===== config.mk =====
export PLATFORM = sky130hd
export DESIGN_NAME = intt2_pipeline_top
export DESIGN_NICKNAME = d
export VERILOG_FILES = /design/src/rtl/intt2_pipeline_top_pkg.sv /design/src/rtl/modmul_barrett.sv /design/src/rtl/intt2_pipeline_top.sv
export SDC_FILE = /design/constraint.sdc
export NUM_CORES = 2
export LEC_CHECK = 0
export CAP_MARGIN = 10
export CORE_MARGIN = 1.5
export CORE_UTILIZATION = 40
export CTS_CLUSTER_SIZE = 24
export DETAILED_ROUTE_END_ITERATION = 7
export GPL_ROUTABILITY_DRIVEN = 0
export PLACE_DENSITY = 0.63
export REMOVE_ABC_BUFFERS = 1
export SLEW_MARGIN = 20
export SYNTH_ARGS = -nofsm -noshare
export SYNTH_HDL_FRONTEND = slang
export SYNTH_SLANG_ARGS = --single-unit

===== constraint.sdc =====
create_clock -name clk -period 21.8 [get_ports clk]
set_input_delay 6.54 -clock clk [delete_from_list [all_inputs] [get_ports clk]]
set_output_delay 6.54 -clock clk [all_outputs]
set_load 0.005 [all_outputs]

===== src/rtl/intt2_pipeline_top_pkg.sv =====
// rtl/intt2_pipeline_top_pkg.sv - shared constants and helpers for the INTT butterfly
package intt2_pipeline_top_pkg;

   // Datapath width and default modulus (2^32 - 5), with its bit length.
   localparam int unsigned     DATAWIDTH = 33;
   localparam logic [32:0]     P_DEFAULT = 33'd4294967291;
   localparam int unsigned     K_DEFAULT = 32;

   // 2^-1 mod P for odd P.
   localparam logic [32:0]     PINV2 = (P_DEFAULT + 33'd1) >> 1;

   // Barrett constant floor(2^(2k) / p); wide enough for any k up to 63.
   function automatic logic [127:0] barrett_mu(input int unsigned k, input logic [127:0] p);
      return (128'd1 << (2 * k)) / p;
   endfunction

   localparam logic [127:0]    MU_FULL = barrett_mu(K_DEFAULT, {95'd0, P_DEFAULT});
   localparam logic [32:0]     MU      = MU_FULL[32:0];

endpackage


===== src/rtl/modmul_barrett.sv =====
// rtl/modmul_barrett.sv - pipelined modular multiplier, Barrett reduction, latency 4
module modmul_barrett
   import intt2_pipeline_top_pkg::*;
#(
   parameter int unsigned     DW = DATAWIDTH,
   parameter logic [DW-1:0]   P  = P_DEFAULT,
   parameter int unsigned     K  = K_DEFAULT
) (
   input  logic            clk,
   input  logic            reset,
   input  logic [DW-1:0]   a,
   input  logic [DW-1:0]   b,
   input  logic            in_vld,
   output logic [DW-1:0]   r,
   output logic            out_vld
);

   // Remainder is only needed modulo 2^(K+2), which holds [0, 3P).
   localparam int unsigned       RW      = K + 2;
   localparam logic [127:0]      MU_WIDE = barrett_mu(K, {{(128-DW){1'b0}}, P});
   localparam logic [2*DW:0]     MU_Q    = MU_WIDE[2*DW:0];
   localparam logic [RW-1:0]     P_RW    = {{(RW-DW){1'b0}}, P};
   localparam logic [RW-1:0]     P2_RW   = P_RW << 1;

   logic [2*DW-1:0]  z_q,    z_d;
   logic [2*DW:0]    q2_q,   q2_d;
   logic [RW-1:0]    zlo_q,  zlo_d;
   logic [RW-1:0]    r4_q,   r4_d;
   logic [DW-1:0]    r5_q,   r5_d;
   logic [3:0]       vld_q,  vld_d;
   logic [RW-1:0]    q3;
   logic             unused_q2_low;

   assign unused_q2_low = ^q2_q[K:0];
   assign q3            = q2_q[2*K+2:K+1];

   // Next-state for the multiply, quotient estimate, remainder and correction stages.
   always_comb begin
      z_d   = {{DW{1'b0}}, a} * {{DW{1'b0}}, b};
      q2_d  = {1'b0, (z_q >> (K - 1))} * MU_Q;
      zlo_d = z_q[RW-1:0];
      r4_d  = zlo_q - q3 * P_RW;
      if (r4_q >= P2_RW) begin
         r5_d = r4_q[DW-1:0] - P - P;
      end else if (r4_q >= P_RW) begin
         r5_d = r4_q[DW-1:0] - P;
      end else begin
         r5_d = r4_q[DW-1:0];
      end
      vld_d = {vld_q[2:0], in_vld};
   end

   // Pipeline registers advance every cycle; data is don't-care when its valid bit is 0.
   always_ff @(posedge clk or posedge reset) begin
      if (reset) begin
         z_q   <= '0;
         q2_q  <= '0;
         zlo_q <= '0;
         r4_q  <= '0;
         r5_q  <= '0;
         vld_q <= '0;
      end else begin
         z_q   <= z_d;
         q2_q  <= q2_d;
         zlo_q <= zlo_d;
         r4_q  <= r4_d;
         r5_q  <= r5_d;
         vld_q <= vld_d;
      end
   end

   assign r       = r5_q;
   assign out_vld = vld_q[3];

endmodule


===== src/rtl/intt2_pipeline_top.sv =====
// rtl/intt2_pipeline_top.sv - Gentleman-Sande inverse-NTT butterfly, 6-cycle pipeline
module intt2_pipeline_top
   import intt2_pipeline_top_pkg::*;
#(
   parameter int unsigned     DW = DATAWIDTH,
   parameter logic [DW-1:0]   P  = P_DEFAULT,
   parameter int unsigned     K  = K_DEFAULT
) (
   input  logic            clk,
   input  logic            reset,
   input  logic [DW-1:0]   xin,
   input  logic [DW-1:0]   yin,
   input  logic [DW-1:0]   wr,
   input  logic            half,
   input  logic            en,
   output logic [DW-1:0]   xout,
   output logic [DW-1:0]   yout,
   output logic            valid
);

   localparam logic [DW-1:0] ONE = 1;

   // v * 2^-1 mod P for odd P: odd v gives (v+P)/2 = (v>>1) + (P>>1) + 1, no carry-out.
   function automatic logic [DW-1:0] halve(input logic [DW-1:0] v);
      return v[0] ? (v >> 1) + (P >> 1) + ONE : (v >> 1);
   endfunction

   logic [DW:0]      sum_w;
   logic [DW-1:0]    s1_s_q,    s1_s_d;
   logic [DW-1:0]    s1_d_q,    s1_d_d;
   logic [DW-1:0]    s1_w_q;
   logic             s1_half_q;
   logic             s1_vld_q;
   logic [DW-1:0]    s_dly_q    [4];
   logic [3:0]       half_dly_q;
   logic [DW-1:0]    mm_r;
   logic             mm_vld;
   logic [DW-1:0]    xout_q,    xout_d;
   logic [DW-1:0]    yout_q,    yout_d;
   logic             valid_q;

   // Stage 1 modular add and subtract; results below P fit in DW bits.
   always_comb begin
      sum_w  = {1'b0, xin} + {1'b0, yin};
      s1_s_d = (sum_w >= {1'b0, P}) ? sum_w[DW-1:0] - P : sum_w[DW-1:0];
      s1_d_d = (xin < yin) ? xin - yin + P : xin - yin;
   end

   // Stage 1 registers: sum, difference, twiddle, half flag and valid.
   always_ff @(posedge clk or posedge reset) begin
      if (reset) begin
         s1_s_q    <= '0;
         s1_d_q    <= '0;
         s1_w_q    <= '0;
         s1_half_q <= 1'b0;
         s1_vld_q  <= 1'b0;
      end else begin
         s1_s_q    <= s1_s_d;
         s1_d_q    <= s1_d_d;
         s1_w_q    <= wr;
         s1_half_q <= half;
         s1_vld_q  <= en;
      end
   end

   modmul_barrett #(
      .DW (DW),
      .P  (P),
      .K  (K)
   ) u_modmul (
      .clk     (clk),
      .reset   (reset),
      .a       (s1_d_q),
      .b       (s1_w_q),
      .in_vld  (s1_vld_q),
      .r       (mm_r),
      .out_vld (mm_vld)
   );

   // Delay-match the sum and half flag across the four multiplier stages.
   always_ff @(posedge clk or posedge reset) begin
      if (reset) begin
         for (int i = 0; i < 4; i++) begin
            s_dly_q[i] <= '0;
         end
         half_dly_q <= '0;
      end else begin
         s_dly_q[0] <= s1_s_q;
         for (int i = 1; i < 4; i++) begin
            s_dly_q[i] <= s_dly_q[i-1];
         end
         half_dly_q <= {half_dly_q[2:0], s1_half_q};
      end
   end

   // Stage 6 optional halving of both results.
   always_comb begin
      xout_d = half_dly_q[3] ? halve(s_dly_q[3]) : s_dly_q[3];
      yout_d = half_dly_q[3] ? halve(mm_r)       : mm_r;
   end

   // Output register loads only on a valid result so outputs hold between results.
   always_ff @(posedge clk or posedge reset) begin
      if (reset) begin
         xout_q  <= '0;
         yout_q  <= '0;
         valid_q <= 1'b0;
      end else begin
         valid_q <= mm_vld;
         if (mm_vld) begin
            xout_q <= xout_d;
            yout_q <= yout_d;
         end
      end
   end

   assign xout  = xout_q;
   assign yout  = yout_q;
   assign valid = valid_q;

endmodule


# --- Word-level counts from Yosys, hierarchy flattened ---
# Cells that the tools add are included.
op_classes:
  addsub: 11
  n_mux: 8
  n_lt_le_gt_ge: 4
  mul: 3
ops:
  columns: ["op", "count"]
  rows:
  - ["$mux 33", 8]
  - ["$sub 33x32->33 const B", 3]
  - ["$ge 34x32->1 const B", 2]
  - ["$mul 35x33->67 const B", 1]
  - ["$add 32x31->33 const B", 2]
  - ["$add 33x1->33 const B", 2]
  - ["$mul 33x33->66", 1]
  - ["$add 33x33->34", 1]
  - ["$ge 34x33->1 const B", 1]
  - ["$mul 34x32->34 const B", 1]
  - ["$sub 34x34->34", 1]
  - ["$add 33x32->33 const B", 1]
  - ["$lt 33x33->1", 1]
  - ["$sub 33x33->33", 1]
word_totals:
  in_bits: 103
  register_bits: 542
  word_cells: 45
  output_inout_bits: 67

# --- Depth between registers and ports, before layout ---
depth:
  ltp_word: 4
  depth_mapped: 32
  mapped_depth_nobuf: 30

# --- By module ---
# From an unflattened synthesis, not the netlist that was laid out.
unflattened:
  cells_unflattened: 7631
  area_unflattened_um2: 73523.0
modules_own_cells:
  columns: ["module", "area_each_um2", "cells_each", "seq_area_each_um2", "n_inst"]
  rows:
  - ["modmul_barrett", 57402.6, 5976, 5129.9, 1]
  - ["intt2_pipeline_top", 16120.5, 1655, 7607.3, 1]

# --- Worst setup path after synthesis ---
# No wires, ideal clock.
synth_timing:
  path_kind: "input to register"
  start: "input yin[2]"
  end: "register s1_s_q[23]"
  path_slack_ps: 11746
  required_ps: 21674
  path_buffers: 2
  stages: 16
  setup_ps: 126
  arrival_ps: 9928
  cell_sequence: "inv_1 ha_1 buf_2 nand2b_1 a221oi_2 o22ai_2 o211a_1 a22oi_1 xor2_1 nand3b_1 a2111oi_0 nand4_2 o21ai_4 buf_4 nand3_1 xor2_1"
synth_via:
  elab_chain_len: 3
  elab_cells_between_ends: 4
  cone_classes: "add/sub: 2; order compare: 1; mux: 1"
synth_rtl:
  columns: ["element", "line_no", "text"]
  rows:
  - ["start: declaration", "intt2_pipeline_top.sv:12", "input logic [DW-1:0] yin,"]
  - ["$add 33x33->34 *", "intt2_pipeline_top.sv:44", "sum_w = {1'b0, xin} + {1'b0, yin};"]
  - ["$sub 33x32->33 or $ge 34x32->1 (tied branches)", "intt2_pipeline_top.sv:45", "s1_s_d = (sum_w >= {1'b0, P}) ? sum_w[DW-1:0] - P : sum_w[DW-1:0];"]
  - ["$mux 33 *", "intt2_pipeline_top.sv:45", null]
  - ["named net s1_s_d[23]", "intt2_pipeline_top.sv:29", "logic [DW-1:0] s1_s_q, s1_s_d;"]
  - ["end signal: assignment", "intt2_pipeline_top.sv:58", "s1_s_q <= s1_s_d;"]
  - ["end: declaration", "intt2_pipeline_top.sv:29", null]
# The timed path passes the listed nets; every way through them passes the cells marked *.
# A chain may end at the register's enable or synchronous reset.

# --- Final worst setup path ---
layout_timing:
  start: "input yin[15]"
  end: "register s1_s_q[1]"
layout_via:
  elab_chain_len: 3
layout_rtl:
  columns: ["element", "line_no"]
  rows:
  - ["$add 33x33->34", "intt2_pipeline_top.sv:44"]
  - ["$ge 34x32->1", "intt2_pipeline_top.sv:45"]
  - ["$mux 33", "intt2_pipeline_top.sv:45"]
  - ["named net s1_s_d[1]", "intt2_pipeline_top.sv:29"]
# The timed path passes the listed nets, and every way through them passes these cells.

==> results by group <==
Timing
  – Slew @ Worst Pin: 1.09 ns
  – Slew HR: 0.256
  – Final hold violations: 0
  – Period minus WS final: 11.25 ns
  – Final Setup Violations: 0
  – Max Freq: roughly 0.09 GHz
  – RSZ-0062 raised after global routing: false
  – Crit share post-route: 0.516
  – Max Slew Vio Count: 0
  – Fin Clk Skew: roughly 0.06 ns
  – Final TNS setup: 0 ns

Floorplanning
  – Top-Level Pins: 170
  – Chip Width: 429 µm
  – Num rows: about 160
  – Die ar.: ~180000 µm²
  – Die H: 429 µm
  – Initial Utilization: 0.402
  – Core Area: 180000 µm²

Min path
  – Hold Crit Endpoint: s_dly_q[38]$_DFF_PP0_
  – Hold Crit Depth: 0
  – Hold_sp: s_dly_q[71]$_DFF_PP0_
  – Hold Path Class: reg2reg

Clocking
  – Hold buffer count at cts: 0
  – CTS tree: done
  – Clk Latency, worst-skew pair: 0.71 ns
  – Clock buffer depth: 3
  – Clock Tree Root: clkbuf_16
  – H-tree levels: 2
  – Post-CTS Resized: 0
  – Clock-pin slew on the worst setup and hold paths: about 0.06 ns
  – Post CTS Setup Buffer Count: 0
  – CTS sink count: between 500 and 600
  – CTS buffer count: 58

Final layout
  – Post-Layout Cell Count: between 9000 and 10000
  – Area of the multi-input gates: ~52000 µm²
  – Share of cells above drive strength 1: 0.0332
  – Finished Core Util: 0.435
  – Nets: approximately 9600
  – Fill count: 17357
  – Area Overhead vs Synth: 8.29%
  – Sequential Area: approximately 13000 µm²

Routing
  – ANT nets after route: 0
  – Drt first pass iters: 5
  – Remaining DRCs: 0
  – Drt total wl: approximately 190000 µm
  – Via density: 5.15
  – Routed vias: just over 50000
  – DR iter-0 viols: ~3500
  – DR WL met2: about 90000 µm
  – Metal3 WL: 11400 µm
  – DR top layer: met5
  – Met1 WL: about 80000 µm
  – Wire per inst: around 19 µm

Yosys
  – Syn Inst Count: around 7500
  – Main synth FF type: dfrtp_1
  – Share of flip-flops with an asynchronous set or reset: 1.00
  – Mux cell area share after synthesis: 0.00608
  – Simple-gate share of the synthesized area: 0.137
  – Largest family of logic cells by synthesized area: adder cells
  – Post-synth EDFFs: 0
  – Sequential-to-total area share from yosys stat: 0.176
  – Yosys cell types: 90
  – #FFs+latches synth: 509
  – Synth Area in XOR/XNOR: 0.0384
  – Synth warn: 0
  – Post-synthesis compound-gate area fraction: 0.0642
  – Synth top area share: 0.360
  – Mapped Area: 72400 µm²
  – Top cells by area, synth: fa_1 36%, dfrtp_1 18%, ha_1 12%
  – Adder-Cell Fraction of Synth Area: 0.477
  – Area leader, netlist: fa_1
  – Syn Area/Cell: slightly below 10 µm²

Setup path
  – R2R depth: 32
  – Worst path bufs/invs: 2
  – Worst path top cell family by delay: compound AO/OA/AOI/OAI gates
  – Crit Path Class: in2reg
  – Critical path cell sequence: clkdlybuf4s50_1, inv_1, ha_1, nand2b_1, a221oi_1, nor3b_1, o211ai_1, o31a_1, xnor2_1, nand3b_1, a2111oi_0, nand4_2, o21ai_4, mux2_2
  – Critical R2R Capture: u_modmul.z_q[64]$_DFF_PP0_
  – Worst-path fanout max: 27
  – CP Launch Type: input pin
  – Critical Path RT: between 20 and 25 ns
  – CP peak stage delay: between 0.9 and 1 ns
  – Arrival time worst endpoint: approximately 12 ns
  – Critical path endpoint category: register
  – Reg2reg start: s1_d_q[18]$_DFF_PP0_
  – Slowest library cell on the worst path: a2111oi_0
  – R2R setup slack: between 10 and 15 ns

Run
  – Max-Cap Viols: 0

Global routing
  – Total routing usage reported by global routing: 0.210
  – GRT overflow: 0
  – First-pass GRT wire length: approximately 300000 µm
  – Largest net degree at the start of global routing: 166
  – Initial antenna violation count: 11
  – Number of global-route vias before repair: roughly 55000

Placement
  – DP HPWL: roughly 150000 µm
  – Placed insts: about 9800
  – Port Buffers: 169

Status
  – Status: finished, final reports clean
sequential cells by signal, summed over array words and instances, names as in the netlist, 34 cells and up:
register       flops
u_modmul.r4_q     34
s_dly_q          132
u_modmul.z_q      66
u_modmul.q2_q     36
how the worst max path moves through the flow:
stage / endpoint / from / slack [ns] / cells after the start
after CTS: s1_s_q[1]$_DFF_PP0_ / yin[1] / 10.68 / 14
after global placement: s1_s_q[1]$_DFF_PP0_ / yin[2] / 10.21 / 14
after global routing: s1_s_q[31]$_DFF_PP0_ / yin[2] / 10.37 / 15
final: s1_s_q[1]$_DFF_PP0_ / yin[15] / 10.55 / 14
after floorplan: half_dly_q[0]$_DFF_PP0_ / reset / 1.05 / 1
after detailed placement: s1_s_q[1]$_DFF_PP0_ / yin[1] / 10.03 / 14
metrics by stage:
stage | cell area (µm²) | hold slack, ns | worst slack [ns]
after global routing | 78400 | 0.347 | 10.37
final | 78400 | 0.343 | 10.55
after global placement | 76500 | 0.332 | 10.21
after detailed placement | 76500 | 0.335 | 10.03
after floorplan | 71300 | 0.331 | 1.05
after CTS | 78400 | 0.346 | 10.68
layout by cell type (no fill, tap or decap), types with 10 or more instances in the layout:
cell type and n:
inv_1 1647, fa_1 1304, nand2_1 748, ha_1 676, and2_1 569, dfrtp_1 480, nor2_1 240, a21oi_1 217
xnor2_1 202, clkdlybuf4s50_1 169, o21ai_0 140, xor2_1 116, nand3_1 87, nor3_1 85, a21o_1 65, buf_4 63
clkbuf_16 58, nand4_1 47, nor2b_1 43, a31oi_1 33, nor4_1 32, a211oi_1 32, mux2_2 32, and3_1 32
dfrtp_2 29, nand2b_1 28, o211ai_1 27, o21a_1 24, or3_1 21, o31ai_1 19, o21bai_1 18, or2_2 14
a211o_1 12, clkbuf_1 12, o31a_1 11, nor3b_1 10, a2111oi_0 10, o2111ai_1 10
cell families (layout without fill, tap and decap cells):
family / Yosys count / count (layout)
flops: 509 / 509
mux: 40 / 40
xor+xnor: 318 / 318
other cells: 0 / 6
simple gates: 1998 / 1998
fa+ha+maj: 1981 / 1981
buf+inv: 1945 / 1990
compound gates: 716 / 716
metal layers:
layer	vias to the layer above	global-route usage
met4	4	0.0607
met2	1557	0.356
met3	334	0.0297
met1	26325	0.281
met5	-	0
li1	22884	-
final cells by class:
class	count	area share
diodes	6	0.000191
inverters	1653	0.0792
clock buffers	79	0.0207
well taps	2370	0.0378
clock inverters	24	0.00348
flip-flops and latches	509	0.163
repair buffers	234	0.0280
multi-input cells	5053	0.668
cells in the mapped netlist (all sizes together), types with 33 or more instances:
library cell / count
inv: 1649
nand2: 748
fa: 1304
nand3: 87
and2: 569
xor2: 116
nor2b: 43
ha: 676
a21oi: 217
nor4: 33
nor3: 86
a31oi: 33
dfrtp: 509
clkbuf: 275
nor2: 240
xnor2: 202
nand4: 48
o21ai: 145
a21o: 65
worst register-to-register path, delay by kind of cell (launching register included):
family | cells | cell delay [ns]
AO/OA/AOI/OAI | 7 | 2.15
XOR/XNOR | 1 | 0.16
AND/OR/NAND/NOR | 5 | 0.86
adder cells (fa/ha/maj) | 9 | 4.37
buffers and inverters | 10 | 0.94
flip-flops | 1 | 0.36
Power is left out: the tool's default activity adds up to more than one toggle a clock period on the data nets, which glitch-free logic cannot reach.
